===== src/rtl/mem_access_pkg.sv =====
// -----------------------------------------------------------------------------
// mem_access_pkg
// Shared definitions for the MEM-stage load/store unit:
//   - funct3 access-size codes (MEM_B, MEM_H, MEM_W, MEM_BU, MEM_HU)
//   - FSM state type (ST_IDLE, ST_REQ, ST_DONE)
//   - default bus timeout and counter width
//   - helpers for size legality, alignment and store lane formatting
// -----------------------------------------------------------------------------
package mem_access_pkg;

    localparam logic [2:0] MEM_B  = 3'b000;
    localparam logic [2:0] MEM_H  = 3'b001;
    localparam logic [2:0] MEM_W  = 3'b010;
    localparam logic [2:0] MEM_BU = 3'b100;
    localparam logic [2:0] MEM_HU = 3'b101;

    localparam int DEFAULT_TIMEOUT_CYC = 16;
    localparam int DEFAULT_CNT_W       = 5;

    typedef enum logic [1:0] {
        ST_IDLE = 2'd0,
        ST_REQ  = 2'd1,
        ST_DONE = 2'd2
    } state_e;

    // Only the five RV32 load/store widths are accepted.
    function automatic logic size_legal(input logic [2:0] f3);
        case (f3)
            MEM_B, MEM_H, MEM_W, MEM_BU, MEM_HU: return 1'b1;
            default:                             return 1'b0;
        endcase
    endfunction

    // sz is funct3[1:0]: 00 byte, 01 half, 10 word.
    function automatic logic misaligned(input logic [1:0] sz, input logic [1:0] off);
        case (sz)
            2'b01:   return off[0];
            2'b10:   return (off != 2'b00);
            default: return 1'b0;
        endcase
    endfunction

    function automatic logic [3:0] lane_strb(input logic [1:0] sz, input logic [1:0] off);
        case (sz)
            2'b00:   return 4'b0001 << off;
            2'b01:   return 4'b0011 << off;
            default: return 4'b1111;
        endcase
    endfunction

    // Store data is replicated across all lanes so the strobes alone pick
    // the bytes that land in memory.
    function automatic logic [31:0] lane_data(input logic [1:0] sz, input logic [31:0] wdata);
        case (sz)
            2'b00:   return {4{wdata[7:0]}};
            2'b01:   return {2{wdata[15:0]}};
            default: return wdata;
        endcase
    endfunction

endpackage


===== src/rtl/mem_access_if.sv =====
// -----------------------------------------------------------------------------
// mem_access_if
// Handshaked data bus between the MEM stage (master) and memory (slave).
//   req    master->slave  transaction request, held until ready
//   we     master->slave  1 = write
//   addr   master->slave  word-aligned byte address
//   wdata  master->slave  lane-replicated store data
//   wstrb  master->slave  byte write strobes, 0 for reads
//   ready  slave->master  transaction completes this cycle
//   rdata  slave->master  read word, valid when ready && !we
// -----------------------------------------------------------------------------
interface mem_access_if;
    logic        req;
    logic        we;
    logic [31:0] addr;
    logic [31:0] wdata;
    logic [3:0]  wstrb;
    logic        ready;
    logic [31:0] rdata;

    modport master (
        output req, we, addr, wdata, wstrb,
        input  ready, rdata
    );

    modport slave (
        input  req, we, addr, wdata, wstrb,
        output ready, rdata
    );
endinterface


===== src/rtl/mem_access_load_align.sv =====
// -----------------------------------------------------------------------------
// load_align
// Combinational load formatter: picks the addressed byte/half out of the
// read word and sign- or zero-extends it to 32 bits.
//   rdata  in  32  raw read word from the bus
//   off    in  2   byte offset within the word (addr[1:0])
//   size   in  3   funct3 load size
//   value  out 32  extended result; 0 for an illegal size
// -----------------------------------------------------------------------------
module load_align
    import mem_access_pkg::*;
(
    input  logic [31:0] rdata,
    input  logic [1:0]  off,
    input  logic [2:0]  size,
    output logic [31:0] value
);

    logic [31:0] shifted;
    logic [7:0]  b;
    logic [15:0] h;

    // Moving the addressed lane down to bit 0 lets one mux handle all offsets.
    assign shifted = rdata >> {off, 3'b000};
    assign b       = shifted[7:0];
    assign h       = shifted[15:0];

    // NOTE: a default assignment ahead of the case keeps this purely
    // combinational; a path that leaves value unassigned would infer a latch.
    always_comb begin
        value = '0;
        case (size)
            MEM_B:   value = {{24{b[7]}}, b};
            MEM_H:   value = {{16{h[15]}}, h};
            MEM_W:   value = rdata;
            MEM_BU:  value = {24'h0, b};
            MEM_HU:  value = {16'h0, h};
            default: value = '0;
        endcase
    end

endmodule


===== src/rtl/mem_access.sv =====
// -----------------------------------------------------------------------------
// mem_access
// MEM-stage load/store unit between ex_mem and mem_wb. Each load/store becomes
// one handshaked bus transaction; the pipeline is stalled until it completes,
// load data is formatted for mem_wb, and misaligned, illegal and timed-out
// accesses raise a one-cycle fault.
//   clk, reset         clock, asynchronous active-high reset
//   in_valid           instruction present in MEM
//   in_memRead/Write   load / store (both set is illegal)
//   in_memSize         funct3 size code
//   in_addr, in_wdata  byte address and store data
//   bus                master side of the data bus (registered outputs)
//   data_readData      formatted load data to mem_wb
//   mem_stall          hold upstream stages; in_* stay stable while 1
//   mem_fault          one-cycle fault pulse
// -----------------------------------------------------------------------------
module mem_access
    import mem_access_pkg::*;
#(
    parameter int TIMEOUT_CYC = DEFAULT_TIMEOUT_CYC,
    parameter int CNT_W       = DEFAULT_CNT_W
) (
    input  logic               clk,
    input  logic               reset,
    input  logic               in_valid,
    input  logic               in_memRead,
    input  logic               in_memWrite,
    input  logic [2:0]         in_memSize,
    input  logic [31:0]        in_addr,
    input  logic [31:0]        in_wdata,
    mem_access_if.master       bus,
    output logic [31:0]        data_readData,
    output logic               mem_stall,
    output logic               mem_fault
);

    localparam logic [CNT_W-1:0] CNT_LAST = CNT_W'(TIMEOUT_CYC - 1);

    state_e            state_q, state_d;
    logic [CNT_W-1:0]  cnt_q;
    logic              tmo_q;
    logic              lat_rd_q;
    logic [1:0]        lat_off_q;
    logic [2:0]        lat_size_q;
    logic [31:0]       rd_q;
    logic [31:0]       load_val;

    logic              any_op;
    logic              access;
    logic              bad;
    logic              go_req;
    logic              illegal;
    logic              finish_ok;
    logic              abort;
    logic              stall_c;
    logic              fault_c;

    // Decode of the instruction currently sitting in MEM.
    assign any_op = in_valid & (in_memRead | in_memWrite);
    assign access = in_valid & (in_memRead ^ in_memWrite);
    assign bad    = ~size_legal(in_memSize)
                  | (in_memRead & in_memWrite)
                  | misaligned(in_memSize[1:0], in_addr[1:0]);

    load_align u_align (
        .rdata (bus.rdata),
        .off   (lat_off_q),
        .size  (lat_size_q),
        .value (load_val)
    );

    // Next state and the combinational stall/fault outputs.
    always_comb begin
        state_d   = state_q;
        go_req    = 1'b0;
        illegal   = 1'b0;
        finish_ok = 1'b0;
        abort     = 1'b0;
        stall_c   = 1'b0;
        fault_c   = 1'b0;
        unique case (state_q)
            ST_IDLE: begin
                if (access && !bad) begin
                    go_req  = 1'b1;
                    stall_c = 1'b1;
                    state_d = ST_REQ;
                end else if (any_op && bad) begin
                    // Rejected without bus traffic; the pipeline moves on.
                    illegal = 1'b1;
                    fault_c = 1'b1;
                end
            end
            ST_REQ: begin
                stall_c = 1'b1;
                if (bus.ready) begin
                    finish_ok = 1'b1;
                    state_d   = ST_DONE;
                end else if (cnt_q == CNT_LAST) begin
                    abort   = 1'b1;
                    state_d = ST_DONE;
                end
            end
            ST_DONE: begin
                // Timeout fault is reported here, alongside the zeroed data.
                fault_c = tmo_q;
                state_d = ST_IDLE;
            end
            default: state_d = ST_IDLE;
        endcase
    end

    // NOTE: sequential state uses non-blocking assignments so every register
    // samples pre-edge values and simulation matches the synthesized flops.
    always_ff @(posedge clk or posedge reset) begin
        if (reset) begin
            state_q    <= ST_IDLE;
            cnt_q      <= '0;
            tmo_q      <= 1'b0;
            lat_rd_q   <= 1'b0;
            lat_off_q  <= 2'b00;
            lat_size_q <= 3'b000;
            rd_q       <= '0;
            bus.req    <= 1'b0;
            bus.we     <= 1'b0;
            bus.addr   <= '0;
            bus.wdata  <= '0;
            bus.wstrb  <= '0;
        end else begin
            state_q <= state_d;

            if (go_req) begin
                bus.req    <= 1'b1;
                bus.we     <= in_memWrite;
                bus.addr   <= {in_addr[31:2], 2'b00};
                bus.wdata  <= lane_data(in_memSize[1:0], in_wdata);
                bus.wstrb  <= in_memWrite ? lane_strb(in_memSize[1:0], in_addr[1:0]) : 4'b0000;
                // Load formatting uses these latched copies, not live in_*.
                lat_rd_q   <= in_memRead;
                lat_off_q  <= in_addr[1:0];
                lat_size_q <= in_memSize;
            end

            if (illegal) begin
                rd_q <= '0;
            end

            if (state_q == ST_REQ) begin
                cnt_q <= cnt_q + CNT_W'(1);
            end

            if (finish_ok) begin
                bus.req <= 1'b0;
                if (lat_rd_q) begin
                    rd_q <= load_val;
                end
            end

            if (abort) begin
                bus.req <= 1'b0;
                rd_q    <= '0;
                tmo_q   <= 1'b1;
            end

            if (state_q == ST_DONE) begin
                cnt_q <= '0;
                tmo_q <= 1'b0;
            end
        end
    end

    // An illegal access shows zero in the same cycle it is rejected, since
    // mem_wb latches at the end of that cycle.
    assign data_readData = illegal ? 32'h0 : rd_q;
    assign mem_stall     = stall_c & ~reset;
    assign mem_fault     = fault_c & ~reset;

endmodule


===== src/flat_wrapper.sv =====
// flat-port wrapper written by rule: the top's interface ports become plain ports
module mem_access_flat import mem_access_pkg::*;
#(
    parameter int TIMEOUT_CYC = DEFAULT_TIMEOUT_CYC,
    parameter int CNT_W       = DEFAULT_CNT_W
)
  (clk, reset, in_valid, in_memRead, in_memWrite, in_memSize, in_addr, in_wdata, data_readData, mem_stall, mem_fault, bus_req, bus_we, bus_addr, bus_wdata, bus_wstrb, bus_ready, bus_rdata);
  mem_access_if bus_i ();
  input  logic clk;
  input  logic reset;
  input  logic in_valid;
  input  logic in_memRead;
  input  logic in_memWrite;
  input  logic [2:0] in_memSize;
  input  logic [31:0] in_addr;
  input  logic [31:0] in_wdata;
  output logic [31:0] data_readData;
  output logic mem_stall;
  output logic mem_fault;
  output wire logic [$bits(bus_i.req)-1:0] bus_req;
  output wire logic [$bits(bus_i.we)-1:0] bus_we;
  output wire logic [$bits(bus_i.addr)-1:0] bus_addr;
  output wire logic [$bits(bus_i.wdata)-1:0] bus_wdata;
  output wire logic [$bits(bus_i.wstrb)-1:0] bus_wstrb;
  input wire logic [$bits(bus_i.ready)-1:0] bus_ready;
  input wire logic [$bits(bus_i.rdata)-1:0] bus_rdata;
  assign bus_req = bus_i.req;
  assign bus_we = bus_i.we;
  assign bus_addr = bus_i.addr;
  assign bus_wdata = bus_i.wdata;
  assign bus_wstrb = bus_i.wstrb;
  assign bus_i.ready = bus_ready;
  assign bus_i.rdata = bus_rdata;
  mem_access #(.TIMEOUT_CYC(TIMEOUT_CYC), .CNT_W(CNT_W)) u_core (.clk(clk), .reset(reset), .in_valid(in_valid), .in_memRead(in_memRead), .in_memWrite(in_memWrite), .in_memSize(in_memSize), .in_addr(in_addr), .in_wdata(in_wdata), .bus(bus_i), .data_readData(data_readData), .mem_stall(mem_stall), .mem_fault(mem_fault));
endmodule

===== config.mk =====
export PLATFORM = sky130hd
export DESIGN_NAME = mem_access_flat
export DESIGN_NICKNAME = d
export VERILOG_FILES = /design/src/rtl/mem_access_pkg.sv /design/src/rtl/mem_access_if.sv /design/src/rtl/mem_access_load_align.sv /design/src/rtl/mem_access.sv /design/src/flat_wrapper.sv
export SDC_FILE = /design/constraint.sdc
export NUM_CORES = 1
export LEC_CHECK = 0
export ABC_CLOCK_PERIOD_IN_PS = 7800
export CAP_MARGIN = 20
export CORE_ASPECT_RATIO = 0.9
export CORE_MARGIN = 2
export CORE_UTILIZATION = 50
export DETAILED_ROUTE_END_ITERATION = 8
export HOLD_SLACK_MARGIN = 0.1
export PLACE_DENSITY = 0.95
export SYNTH_ARGS = -nofsm -noshare
export SYNTH_HDL_FRONTEND = slang
export SYNTH_SLANG_ARGS = --single-unit
export TNS_END_PERCENT = 30

===== constraint.sdc =====
create_clock -name clk -period 7.8 [get_ports clk]
set_input_delay 0.78 -clock clk [delete_from_list [all_inputs] [get_ports clk]]
set_output_delay 0.78 -clock clk [all_outputs]
set_load 0.02 [all_outputs]

==> impl_metrics.yaml <==
status:
  status: "finished, final reports clean"
cells_and_area:
  number_of_inserted_diodes: 0
  final_cell_mix: "clkdlybuf4s50_1 (206), dfrtp_1 (114), inv_1 (51)"
  nets: 841
  post_route_cells_drive_above_1_share_pct: 19.1
  area_occupied_by_multi_input_gates_sq_um: 2890
  area_growth_syn_to_layout_pct: 44.8
  fillers: 753
  register_area_sq_um: 2850
  mostFrequentLayoutCell: "clkdlybuf4s50_1"
power:
  p_leak_uw: 0.00391
  total_power_uw: 3410
  ir_worst_vdd_v: 0.000312
  power_per_cell_area_nw_per_um2: 382
synthesis:
  synth.avg_cell_area_sq_um: 11.6
  synth_seq_cells: 114
  syn_area_sq_um: 6160
  syn-instance-count: 533
  netlist-cell-type-count: 48
  yosysSeqAreaShare_pct: 46.3
  synth_warnings: 0
clock_network:
  path_clk_slew_ns: 0.05
  number_of_cts_inserted_buffers: 17
  clock_tree.htree_level_count: 4
  cts_post_setup_buffers_inserted: 0
  cts_tree: "built"
  max_buffers_root_to_sink: 2
  total_clock_sinks: 114
  cts.repair.resized: 0
  worst_skew_pair.late_latency_ns: 0.42
  ctsRootBufferMaster: "clkbuf_16"
  cts_hold_buffers: 0
setup_path:
  critical_path.startpoint_type: "primary input"
  rr_startpoint: "u_core.state_q[1]"
  cp-startpoint: "in_memSize[1]"
  endpoint_kind: "primary output"
  critical_path_arrival_ns: 5.11
  cp.buffers_inverters: 4
  cp_slowest_stage_delay_ns: 0.94
  cp_max_fo: 32
  critical_path_required_ns: 7.02
  cp_slowest_cell: "a211oi_4"
  crit_path_frequent_cell: "clkdlybuf4s50_1"
  critical-path-top-delay-family: "buffers and inverters"
  cp_cell_sequence: "clkdlybuf4s50_1, inv_1, ha_1, nor2_2, a21oi_1, a211oi_4, buf_4, nor2_1, clkdlybuf4s50_1"
  path_class: "primary input to primary output"
die:
  ios: 209
  die_height_microns: 109
  die_area_sq_um: 13200
  floorplan.core_area_sq_um: 12000
  rows: 38
  fp.dieW_microns: 121
  initial_core_util_pct: 51.2
route:
  post_drt_via_cell_ratio: 5.77
  firstDrtPassIters: 5
  drt_first_iter_violations: 393
  vias: 5179
  wirelength_per_cell_microns: 20.5
  antenna_left: 0
  route.detailed.drc: 0
  postRouteWirelength_mm: 18.4
sta:
  total_negative_slack_ns: 0
  count_of_endpoints_failing_setup_in_the_final_report: 0
  worst_slew_margin_rel_pct: 29.4
  slew_viol_final: 0
  final.period_utilization_pct: 75.5
  min_period_ns: 5.89
  max_slew.worst_pin.slew_ns: 1.06
  hold_violation_total_from_the_final_report: 0
  rsz_0062_raised_after_global_routing: "no"
  worst_clock_skew_ns: 0.0130
  highest_clock_rate_mhz: 170
global_route:
  grt_pass1_wl_mm: 28.0
  global_route.overflow_total: 0
  grt_pass1_vias: 5282
  pin_count_of_the_biggest_net_entering_global_routing: 68
  grt_antenna_before_repair: 0
  gr-usage-all-layers_pct: 27.8
hold_path:
  hp-class: "flip-flop to flip-flop"
  hold_start: "u_core.bus.wdata[27]"
placed_design:
  gp_congestion: 0.892
  dp.final_hpwl_mm: 12.7
  number_of_buffers_inserted_by_port_buffering: 206
run:
  max_cap_violations: 0
-- cell usage after synthesis, drive strengths merged --
cell | n | area (sq um)
mux2i | 7 | 70.1
a32o | 1 | 10.0
a2111oi | 1 | 27.5
a211oi | 18 | 153
and3 | 8 | 50.1
nor2 | 44 | 168
mux2 | 85 | 1120
conb | 1 | 3.75
clkbuf | 16 | 60.1
nor3b | 4 | 35.0
nor2b | 1 | 6.26
a31oi | 2 | 12.5
o21a | 2 | 15.0
ha | 10 | 125
o21bai | 1 | 7.51
and3b | 1 | 8.76
nand3b | 2 | 15.0
nand2 | 34 | 128
o21ai | 8 | 40.0
o32ai | 31 | 272
a211o | 1 | 8.76
inv | 52 | 195
mux4 | 8 | 180
nor4bb | 1 | 10.0
nand3 | 5 | 30.0
dfrtp | 114 | 2850
a21oi | 7 | 35.0
buf | 25 | 186
nor4 | 1 | 6.26
a22oi | 23 | 173
a2bb2oi | 1 | 8.76
a22o | 8 | 70.1
nand2b | 4 | 32.5
and2 | 1 | 6.26
o211a | 1 | 10.0
o22ai | 2 | 12.5
o311ai | 1 | 8.76
or4 | 1 | 7.51
-- state kept, by name (all words and copies together), names as in the netlist --
name and flops:
u_core.bus.wdata 32, u_core.rd_q 32, u_core.bus.addr 30, u_core.cnt_q 5, u_core.bus.wstrb 4, u_core.lat_size_q 3
u_core.lat_off_q 2, u_core.state_q 2, u_core.bus.req 1, u_core.bus.we 1, u_core.lat_rd_q 1, u_core.tmo_q 1
-- where the power goes --
part           internal (uW)  switching [uW]  leakage [uW]
Clock                    588             264      0.000315
Sequential               826             191       0.00143
Combinational            813             730       0.00216
Total                   2230            1190       0.00391
-- metrics by stage --
step	cells	setup WS, ns	cell area (sq um)	hold WS (ns)	utilization (%)
floorplan	534	3.45	6170	0.455	-
global placement	865	2.25	8250	0.477	68.6
detailed placement	866	2.00	8260	0.490	68.6
CTS	897	1.98	8910	0.505	74.0
global route	898	1.63	8920	0.518	74.2
finish	898	1.91	8920	0.506	74.2
-- per-layer routing --
metal,track usage (%),vias to the layer above,part of all wire [%]
li1,-,2306,-
met1,33.7,2561,38
met2,46.5,258,51
met3,7.99,54,6.9
met4,12.4,0,3.3
met5,0,-,0
-- worst register-to-register path, cell delays in order (launching register included) --
cell and delay (ns):
dfrtp_1 0.39, inv_1 0.11, ha_1 0.27, nand2_1 0.13
a211oi_4 0.88, buf_4 0.48, buf_4 0.24, o32ai_1 0.11
-- cell type report --
type / instances / area share, %
multi-input cells: 327 / 32.4
repair buffers: 214 / 23.8
clock inverters: 10 / 2.02
well taps: 160 / 2.24
inverters: 52 / 2.22
flip-flops and latches: 114 / 32.0
clock buffers: 21 / 5.27
-- path summary, 6_finish.rpt --
path | end | slack [ns] | depth (start not counted)
setup / recovery | data_readData[9] | 1.91 | 9
hold / removal | u_core.bus.wdata[27] | 0.51 | 1
setup reg to reg | u_core.rd_q[1] | 5.06 | 7
hold reg to reg | u_core.bus.wdata[27] | 0.51 | 1
max in group asynchronous | u_core.bus.addr[22] | 5.76 | 3
min in group asynchronous | u_core.bus.wdata[23] | 0.90 | 2
-- cells by family after synthesis --
group / synth area share (%)
AO/OA/AOI/OAI: 14.0
adder cells (fa/ha/maj): 2.03
buffers and inverters: 7.17
flip-flops: 46.3
multiplexers: 22.3
other: 0.0609
AND/OR/NAND/NOR: 8.16
No activity file was read; power rests on OpenSTA's default activity.
